$ cat src/rtl/replica_pkg.sv
// Shared types and constants for the replica-exchange units.
// Holds the exchange command encoding, the default distance type and the
// xorshift64 shift constants plus a one-step helper.
package replica_pkg;

  localparam int unsigned XS_SHIFT_A   = 13;
  localparam int unsigned XS_SHIFT_B   = 7;
  localparam int unsigned XS_SHIFT_C   = 17;
  localparam int unsigned TOTAL_W_DFLT = 32;

  typedef enum logic [1:0] {
    EX_NOP  = 2'd0,
    EX_PREV = 2'd1,
    EX_FOLW = 2'd2
  } exchange_command_t;

  typedef logic [TOTAL_W_DFLT-1:0] total_data_t;

  // One xorshift64 step (13/7/17).
  function automatic logic [63:0] xs_next(input logic [63:0] x);
    logic [63:0] y;
    y = x ^ (x << XS_SHIFT_A);
    y = y ^ (y >> XS_SHIFT_B);
    y = y ^ (y << XS_SHIFT_C);
    return y;
  endfunction

endpackage

$ cat src/rtl/xorshift64.sv
// xorshift64 random source with seed load and single-step advance.
// Ports: clk, reset (sync, active-high), init (load seed, wins over advance),
//        seed (0 is replaced by 1), advance (step once), state (current value).
module xorshift64
  import replica_pkg::*;
(
  input  logic        clk,
  input  logic        reset,
  input  logic        init,
  input  logic [63:0] seed,
  input  logic        advance,
  output logic [63:0] state
);

  logic [63:0] state_q, state_d;

  // All-zero state is a fixed point of xorshift, so never load it.
  always_comb begin
    state_d = state_q;
    if (init) begin
      state_d = (seed == 64'd0) ? 64'd1 : seed;
    end else if (advance) begin
      state_d = xs_next(state_q);
    end
  end

  always_ff @(posedge clk) begin
    if (reset) begin
      state_q <= 64'd1;
    end else begin
      state_q <= state_d;
    end
  end

  assign state = state_q;

endmodule

$ cat src/rtl/replica_pair_tester.sv
// Replica-exchange test/command unit for one sub-node of the chain.
// Pair parity alternates each round; the pair leader computes
// w=(E_self-E_folw)*dbeta, decides with its RNG and passes the decision to
// its follower. Both then issue one-cycle exchange commands on exchange_run.
// Ports: clk/reset; random_init/random_seed (RNG load); dbeta; replica_run
//        (start test); exchange_run (apply); self_dis/folw_dis (distances);
//        prev_dec_vld/prev_dec (from leader ID-1); out_dec_vld/out_dec (to
//        ID+1); ex_com/ex_com_vld (command strobe); busy; parity;
//        accept_cnt/attempt_cnt (saturating stats); err (sticky protocol error).
module replica_pair_tester
  import replica_pkg::*;
#(
  parameter int unsigned ID          = 0,
  parameter int unsigned REPLICA_NUM = 32,
  parameter int unsigned TOTAL_W     = 32,
  parameter int unsigned DBETA_W     = 16,
  parameter int unsigned FRAC_W      = 8,
  parameter int unsigned MUL_LAT     = 2,
  parameter int unsigned CNT_W       = 16
) (
  input  logic                   clk,
  input  logic                   reset,
  input  logic                   random_init,
  input  logic [63:0]            random_seed,
  input  logic [DBETA_W-1:0]     dbeta,
  input  logic                   replica_run,
  input  logic                   exchange_run,
  input  logic [TOTAL_W-1:0]     self_dis,
  input  logic [TOTAL_W-1:0]     folw_dis,
  input  logic                   prev_dec_vld,
  input  logic                   prev_dec,
  output logic                   out_dec_vld,
  output logic                   out_dec,
  output exchange_command_t      ex_com,
  output logic                   ex_com_vld,
  output logic                   busy,
  output logic                   parity,
  output logic [CNT_W-1:0]       accept_cnt,
  output logic [CNT_W-1:0]       attempt_cnt,
  output logic                   err
);

  localparam int unsigned D_W = TOTAL_W + 1;
  localparam int unsigned W_W = TOTAL_W + DBETA_W + 1;
  localparam int unsigned P_W = TOTAL_W + DBETA_W + 2;
  localparam logic ID_ODD   = 1'(ID % 2);
  localparam logic HAS_FOLW = (ID + 1 < REPLICA_NUM);
  localparam logic HAS_PREV = (ID >= 1);

  typedef enum logic [1:0] {S_IDLE, S_CALC, S_DECIDE, S_HOLD} state_t;

  state_t                state_q, state_d;
  logic [1:0]            cnt_q, cnt_d;
  logic [TOTAL_W-1:0]    self_q, self_d, folw_q, folw_d;
  logic                  dec_q, dec_d, seen_q, seen_d;
  logic                  out_dec_vld_q, out_dec_vld_d, out_dec_q, out_dec_d;
  exchange_command_t     ex_com_q, ex_com_d;
  logic                  ex_com_vld_q, ex_com_vld_d;
  logic                  parity_q, parity_d, busy_q, busy_d, err_q, err_d;
  logic [CNT_W-1:0]      acc_q, acc_d, att_q, att_d;
  logic signed [W_W-1:0] mul_q [MUL_LAT];
  logic signed [W_W-1:0] mul_d [MUL_LAT];

  logic                  leader_c, follower_c, rng_adv_c;
  logic [63:0]           rng_state;

  // Role for the current round follows from parity and chain position.
  assign leader_c   = (ID_ODD == parity_q) && HAS_FOLW;
  assign follower_c = (ID_ODD != parity_q) && HAS_PREV;

  xorshift64 u_rng (
    .clk     (clk),
    .reset   (reset),
    .init    (random_init),
    .seed    (random_seed),
    .advance (rng_adv_c),
    .state   (rng_state)
  );

  // Single signed multiply on captured operands; the delay line lets
  // synthesis retime it across MUL_LAT stages.
  logic signed [D_W-1:0] diff_c;
  logic signed [P_W-1:0] prod_c;
  assign diff_c = $signed({1'b0, self_q}) - $signed({1'b0, folw_q});
  assign prod_c = P_W'(diff_c) * P_W'($signed({1'b0, dbeta}));

  always_comb begin
    mul_d[0] = W_W'(prod_c);
    for (int i = 1; i < int'(MUL_LAT); i++) begin
      mul_d[i] = mul_q[i-1];
    end
  end

  // Metropolis test: accept with probability 2^-k, k = floor(-w / 2^FRAC_W).
  logic signed [W_W-1:0] w_c;
  logic [W_W-1:0]        neg_w_c, k_full_c;
  logic [5:0]            k_c;
  logic [63:0]           mask_c;
  logic                  accept_c;
  assign w_c      = mul_q[MUL_LAT-1];
  assign neg_w_c  = -w_c;
  assign k_full_c = neg_w_c >> FRAC_W;
  assign k_c      = (k_full_c > W_W'(63)) ? 6'd63 : k_full_c[5:0];
  assign mask_c   = (64'd1 << k_c) - 64'd1;
  assign accept_c = !w_c[W_W-1] || ((rng_state & mask_c) == 64'd0);

  // Follower decision may arrive in the same cycle as exchange_run.
  logic seen_now_c, fol_dec_now_c;
  assign seen_now_c    = seen_q || prev_dec_vld;
  assign fol_dec_now_c = prev_dec_vld ? prev_dec : dec_q;

  // Next-state and output logic.
  always_comb begin
    state_d       = state_q;
    cnt_d         = cnt_q;
    self_d        = self_q;
    folw_d        = folw_q;
    dec_d         = dec_q;
    seen_d        = seen_q;
    out_dec_vld_d = 1'b0;
    out_dec_d     = out_dec_q;
    ex_com_d      = EX_NOP;
    ex_com_vld_d  = 1'b0;
    parity_d      = parity_q;
    err_d         = err_q;
    acc_d         = acc_q;
    att_d         = att_q;
    rng_adv_c     = 1'b0;

    if (follower_c && (state_q != S_IDLE) && prev_dec_vld) begin
      dec_d  = prev_dec;
      seen_d = 1'b1;
    end

    if (replica_run && (state_q != S_IDLE)) begin
      err_d = 1'b1;
    end

    // Early exchange: NOP strobe, parity still advances, round abandoned.
    if (exchange_run && (state_q != S_HOLD)) begin
      ex_com_vld_d = 1'b1;
      parity_d     = ~parity_q;
      err_d        = 1'b1;
    end

    unique case (state_q)
      S_IDLE: begin
        if (!exchange_run && replica_run) begin
          dec_d  = 1'b0;
          seen_d = 1'b0;
          cnt_d  = 2'd0;
          if (leader_c) begin
            self_d  = self_dis;
            folw_d  = folw_dis;
            state_d = S_CALC;
          end else if (follower_c) begin
            state_d = S_CALC;
          end else begin
            state_d = S_HOLD;
          end
        end
      end
      S_CALC: begin
        cnt_d = cnt_q + 2'd1;
        if (cnt_q == 2'(MUL_LAT - 1)) begin
          state_d = S_DECIDE;
        end
        if (exchange_run) begin
          state_d = S_IDLE;
        end
      end
      S_DECIDE: begin
        state_d = exchange_run ? S_IDLE : S_HOLD;
        if (leader_c) begin
          out_dec_vld_d = 1'b1;
          out_dec_d     = accept_c;
          dec_d         = accept_c;
          rng_adv_c     = 1'b1;
          if (att_q != '1) begin
            att_d = att_q + CNT_W'(1);
          end
          if (accept_c && (acc_q != '1)) begin
            acc_d = acc_q + CNT_W'(1);
          end
        end
      end
      S_HOLD: begin
        if (exchange_run) begin
          state_d      = S_IDLE;
          ex_com_vld_d = 1'b1;
          parity_d     = ~parity_q;
          if (leader_c) begin
            if (dec_q) begin
              ex_com_d = EX_FOLW;
            end
          end else if (follower_c) begin
            if (!seen_now_c) begin
              err_d = 1'b1;
            end else if (fol_dec_now_c) begin
              ex_com_d = EX_PREV;
            end
          end
        end
      end
    endcase

    busy_d = (state_d != S_IDLE);
  end

  always_ff @(posedge clk) begin
    if (reset) begin
      state_q       <= S_IDLE;
      cnt_q         <= '0;
      self_q        <= '0;
      folw_q        <= '0;
      dec_q         <= 1'b0;
      seen_q        <= 1'b0;
      out_dec_vld_q <= 1'b0;
      out_dec_q     <= 1'b0;
      ex_com_q      <= EX_NOP;
      ex_com_vld_q  <= 1'b0;
      parity_q      <= 1'b0;
      busy_q        <= 1'b0;
      err_q         <= 1'b0;
      acc_q         <= '0;
      att_q         <= '0;
      for (int i = 0; i < int'(MUL_LAT); i++) begin
        mul_q[i] <= '0;
      end
    end else begin
      state_q       <= state_d;
      cnt_q         <= cnt_d;
      self_q        <= self_d;
      folw_q        <= folw_d;
      dec_q         <= dec_d;
      seen_q        <= seen_d;
      out_dec_vld_q <= out_dec_vld_d;
      out_dec_q     <= out_dec_d;
      ex_com_q      <= ex_com_d;
      ex_com_vld_q  <= ex_com_vld_d;
      parity_q      <= parity_d;
      busy_q        <= busy_d;
      err_q         <= err_d;
      acc_q         <= acc_d;
      att_q         <= att_d;
      for (int i = 0; i < int'(MUL_LAT); i++) begin
        mul_q[i] <= mul_d[i];
      end
    end
  end

  assign out_dec_vld = out_dec_vld_q;
  assign out_dec     = out_dec_q;
  assign ex_com      = ex_com_q;
  assign ex_com_vld  = ex_com_vld_q;
  assign busy        = busy_q;
  assign parity      = parity_q;
  assign accept_cnt  = acc_q;
  assign attempt_cnt = att_q;
  assign err         = err_q;

endmodule

$ cat config.mk
export PLATFORM = sky130hd
export DESIGN_NAME = replica_pair_tester
export DESIGN_NICKNAME = d
export VERILOG_FILES = /design/src/rtl/replica_pkg.sv /design/src/rtl/xorshift64.sv /design/src/rtl/replica_pair_tester.sv
export SDC_FILE = /design/constraint.sdc
export NUM_CORES = 2
export LEC_CHECK = 0
export BUFFER_PORTS_ARGS = -buffer_cell sky130_fd_sc_hd__buf_2
export CAP_MARGIN = 5
export CORE_UTILIZATION = 25
export CTS_CLUSTER_DIAMETER = 120
export DETAILED_ROUTE_END_ITERATION = 12
export GPL_TIMING_DRIVEN = 1
export SETUP_SLACK_MARGIN = 0.05
export SLEW_MARGIN = 20
export SYNTH_ARGS = -nofsm -noshare
export SYNTH_HDL_FRONTEND = slang
export SYNTH_HIERARCHICAL = 1
export SYNTH_SLANG_ARGS = --single-unit
$ cat constraint.sdc
create_clock -name clk -period 8.8 [get_ports clk]
set_input_delay 0 -clock clk [delete_from_list [all_inputs] [get_ports clk]]
set_output_delay 0 -clock clk [all_outputs]
set_load 0.01 [all_outputs]
# Word-level counts from Yosys, hierarchy flattened
# Memory sizes are Yosys's and may differ from the RTL's.
# Index checks and enable logic that the tools add are counted.
dict set report totals {
  inputBits 151
  ff_bits 173
  out_inout_bits 40
  memories 1
  mem_bits_rw 98
  word_cells 98
}
# memory words word_bits read_ports rd_clocked_by_memory_dff write_ports line
set memory_table {}
lappend memory_table {mul_q 2 49 2 0 2 replica_pair_tester.sv:61} ;# logic signed [W_W-1:0] mul_q [MUL_LAT];
dict set report op_classes {
  n_eq_ne 9
  mul 1
  order_cmp 1
  reduce_logical 23
  n_bitwise 9
  n_mux 32
  n_shift 1
  addsub 6
}
# cell n
set op_table {}
lappend op_table {{64-bit two-way mux} 3}
lappend op_table {{64-bit logical NOT} 2}
lappend op_table {{64-bit XOR} 2}
lappend op_table {{49-bit two-way mux} 2}
lappend op_table {{64-bit bitwise AND} 1}
lappend op_table {{1-bit by 6-bit left shift with 64-bit output (first input constant)} 1}
lappend op_table {{64-bit by 1-bit subtractor with 64-bit output (second input constant)} 1}
lappend op_table {{64-bit by 57-bit XOR with 64-bit output} 1}
lappend op_table {{33-bit by 17-bit multiplier with 49-bit output} 1}
lappend op_table {{49-bit negation} 1}
lappend op_table {{41-bit by 6-bit > comparator with 1-bit output (second input constant)} 1}
lappend op_table {{32-bit by 32-bit subtractor with 33-bit output} 1}
lappend op_table {{16-bit by 1-bit adder with 16-bit output (second input constant)} 2}
lappend op_table {{16-bit inequality test (second input constant)} 2}
lappend op_table {{2-bit two-way mux} 8}
lappend op_table {{1-bit two-way mux} 15}
lappend op_table {{3-bit AND reduction} 4}
lappend op_table {{2-bit nonzero test} 6}
lappend op_table {{2-bit one-hot mux with 4 select lines} 1}
lappend op_table {{6-bit two-way mux} 1}
lappend op_table {{2-bit inequality test (second input constant)} 3}
lappend op_table {{2-bit by 1-bit equality test with 1-bit output (second input constant)} 2}
lappend op_table {{2-bit equality test (second input constant)} 2}
lappend op_table {{1-bit logical AND} 4}
lappend op_table {{10 further kinds} 15}

# Longest topological paths before layout
# An unclocked memory read counts as a cell.
dict set report depth {
  depth_word 11
  ltp_mapped 42
  mapped_depth_nobuf 41
}

# By module
# Netlist, hierarchy kept.
# mod n_inst area_each_um2 cells_each seq_area_each_um2
set by_module_without_submodules {}
lappend by_module_without_submodules {replica_pair_tester 1 30194.0 3627 4124.0}
lappend by_module_without_submodules {xorshift64 1 5246.3 613 1281.2}

# Worst setup path before layout
# No wires, ideal clock.
dict set report synth_timing {
  kind {register -> register}
  from {register self_q[0]}
  to {memory mul_q[0][48] in the netlist's numbering}
  required_ns 8.726
  setup_ns 0.074
  period_less_slack_ns 9.340
  slack_ns -0.540
  arrival_ns 9.266
  path_stages_with_launch 37
  n_path_buf 1
  cell_sequence {dfxtp_1 inv_1 ha_1 inv_1 fa_1 a21o_1 a21oi_1 o21ai_0 a41oi_1 o31ai_1 o41ai_1 o311a_1 o31ai_1 o211ai_1 nor2b_1 nand3_1 nand2_1 a21oi_1 clkbuf_1 nand2_1 fa_1 inv_1 fa_1 inv_1 fa_1 fa_1 fa_1 inv_1 fa_1 ha_1 and3_1 and2_1 nand2_1 a2111oi_0 nor3_1 or4_1 o21ai_0}
}
# element line
set synth_lines {}
lappend synth_lines {{start, declared} replica_pair_tester.sv:54} ;# logic [TOTAL_W-1:0] self_q, self_d, folw_q, folw_d;
lappend synth_lines {{start signal, assigned} replica_pair_tester.sv:233} ;# self_q <= self_d;
lappend synth_lines {{end, declared} replica_pair_tester.sv:61}

==> run_results.csv <==
group,metric,value,unit
floorplanning,die_x,379,µm
routing,post_drt_wl_per_cell,17.6,µm
synthesis,yosysUniqueCellTypes,108,
global_routing,use_met3,0.0227,
outcome,status,"finished clean",
routing,drt_iter0_markers,2277,
global_routing,grt_pass1_wl,181,mm
routing,routed_via_density,4.76,
clock_tree,root_buffer,"clkbuf_16",
critical_path,critPathRequiredTime,9.24,ns
sta,finalCriticalPeriod,8.71,ns
clock_tree,h-tree-depth,2,
sta,finalWorstSetupSlack,0.0926,ns
synthesis,syn_inst,4240,
sta,hold_viol,0,
cells_and_area,fin_nets,5495,
placed_design,placed_area,39800,µm²
critical_path,crit_slowest_cell,"fa_1",
global_routing,antenna_found_initial,8,
global_routing,grt_use_met2,0.268,
routing,wirelength,116,mm
global_routing,grt.busiest_layer,"met2",
synthesis,synth_top_area_share,0.282,
critical_path,end_kind,"flip-flop",
routing,drtPass1Iterations,6,
floorplanning,dieArea,143000,µm²
floorplanning,io_pins,191,
global_routing,use_met1,0.208,
critical_path,reg2reg_from,"self_q[0]",
synthesis,synth_edf_count,0,
clock_tree,cts_tree,"done",
global_routing,grt_pass1_vias,32200,
floorplanning,coreArea,140000,µm²
global_routing,grt_overflow,0,
synthesis,synth_area_leaders,"fa_1 28%, dfxtp_1 15%, nand2_1 6.5%",
critical_path,cpMostUsedCell,"fa_1",
cells_and_area,areaGrowthSynthToFinish,23.0,%
floorplanning,row_count,137,
floorplanning,initial_core_util,0.253,
critical_path,cp-start-kind,"flip-flop",
critical_path,r2r_setup_slack,0.09,ns
synthesis,synthTopCellsByCount,"618 x nand2_1, 604 x inv_1, 499 x fa_1",
worst_hold_path,hold_start,"dbeta[0]",
routing,ant_nets,0,
placed_design,place_hpwl,88.5,mm
global_routing,track_usage,0.160,
critical_path,max_stage_delay,0.54,ns
cells_and_area,drive_above_1_share,0.150,
sta,finClkSkew,0.0388,ns
synthesis,yosys_warnings,6,
synthesis,synth_flop_cell,"dfxtp_1",
clock_tree,clk_path_buf_depth,3,
clock_tree,cts_buffers,34,
critical_path,criticalPathCategory,"flip-flop to flip-flop",
global_routing,grt_max_degree,95,
routing,vias,31400,
routing,drcViolationCount,0,
floorplanning,die_y,379,µm
synthesis,syn_area,35400,µm²
critical_path,path_buf_inv,11,
placed_design,dp_cells,6317,
cells_and_area,final_cells,6594,
cells_and_area,final_cell_area,43600,µm²
sta,fmax,0.115,GHz
synthesis,synthesis.nets,5043,
worst_hold_path,hold_path_class,"input pin to flip-flop",
sta,slew-limit-headroom,0.304,
sta,maxSlewViolCount,0,
synthesis,syn_avg_cell_area,8.36,µm²
synthesis,synth.most_common_cell,"nand2_1",
critical_path,critPathArrivalTime,9.15,ns
clock_tree,cts.sinks,270,
sta,finalCritPeriodShare,0.989,
clock_tree,clkLatencyLatePin,0.57,ns
critical_path,startpoint,"self_q[0]",
critical_path,crit_fanout,4,
synthesis,synth-async-reset-ratio,0,
synthesis,seq_area_frac_synth,0.153,
placed_design,gp_congestion,0.941,
placed_design,place_ws,-0.484,ns
synthesis,synth_seq_cells,270,
run,maxCapViolCount,0,
sta,worst_hold_slack,0.116,ns
clock_tree,clk_pin_slew,0.06,ns
placed_design,io_buffers,187,
synthesis,yosysTopAreaCell,"fa_1",
sta,tightest_slew,1.04,ns
critical_path,crit_family,"adder cells",
sta,rsz0062_at_grt,"true",
sta,setup_viol,0,
## routing by layer
layer,wire [µm],part of all wire,up-vias
met5,12,0.00010,-
met4,4420,0.038,2
met3,7180,0.062,233
met2,54800,0.47,1093
met1,49700,0.43,15500
li1,-,-,14600
## stage by stage
step | util | TNS, ns
floorplan | - | 0
global placement | 0.284 | -1.89
detailed placement | 0.284 | -2.68
CTS | 0.308 | -0.00458
global route | 0.311 | -0.875
finish | 0.311 | 0
## layout by cell type (no fill, tap or decap), types with 14 or more instances in the layout
master	n
o21a_1	16
buf_2	186
nor4b_1	22
a21o_1	33
and2_1	206
o211ai_1	16
o31ai_1	27
nor2_1	201
and3_1	32
or4_1	22
buf_4	280
dlygate4sd3_1	173
nand2b_1	25
inv_2	14
xor2_1	96
o21ai_0	85
fa_1	490
ha_1	141
a31oi_1	39
nand3_1	60
nand2_1	613
a211oi_1	41
nand4_1	37
mux2i_1	20
dfxtp_1	265
or3_1	29
xnor2_1	164
nor3_1	67
nor4_1	44
nor2b_1	89
o21ai_1	14
clkbuf_16	35
a21oi_1	173
inv_1	589
## worst register-to-register path, delay by kind of cell, from the launching register on
family,cells,cell delay (ns)
simple gates,6,0.52
mux,1,0.32
compound gates,14,2.44
buf+inv,11,1.13
xor+xnor,1,0.15
flops,1,0.32
fa+ha+maj,9,3.71
## kinds of logic after synthesis
kind of cell             share of synthesized area
AND/OR/NAND/NOR                              0.213
buffers and inverters                       0.0923
adder cells (fa/ha/maj)                      0.336
AO/OA/AOI/OAI                                0.119
XOR/XNOR                                    0.0801
flip-flops                                   0.153
multiplexers                               0.00692
other                                     0.000106
## state kept, by name (all words and copies together), names as in the netlist, 2 cells and up
register,count
accept_cnt,16
attempt_cnt,16
cnt_q,2
folw_q,32
mul_q,98
self_q,32
state_q,2
u_rng/state,64
## final cells by class
type / count / area, µm²
Antenna cell: 2 / 5.00
Clock inverter: 15 / 175
Fill cell: 14700 / 96500
Multi-Input combinational cell: 3124 / 27400
Timing Repair Buffer: 657 / 5030
Inverter: 605 / 2270
Clock buffer: 45 / 993
Sequential cell: 270 / 5410
Tap cell: 1876 / 2350
## what timing repair did
| item | CTS | global route |
|---|---|---|
| pin swaps | 80 | 73 |
| hold buffers | 173 | 0 |
| endpoints found under the setup margin | 13 | 18 |
| endpoints found under the hold margin | 150 | 0 |
| buffers inserted | 23 | 22 |
| gates resized for setup | 62 | 74 |
| cloned | 0 | 1 |
## path summary, 6_finish.rpt
path | end | cells after the start
worst max-delay path | mul_q[0][47] | 42
worst min register to register | mul_q[0][78] | 1
worst max register to register | mul_q[0][47] | 42
worst min-delay path | mul_q[0][0] | 2
Power is not shown: default switching activity piles up to over one toggle a cycle in this logic, so the estimate is an artifact.
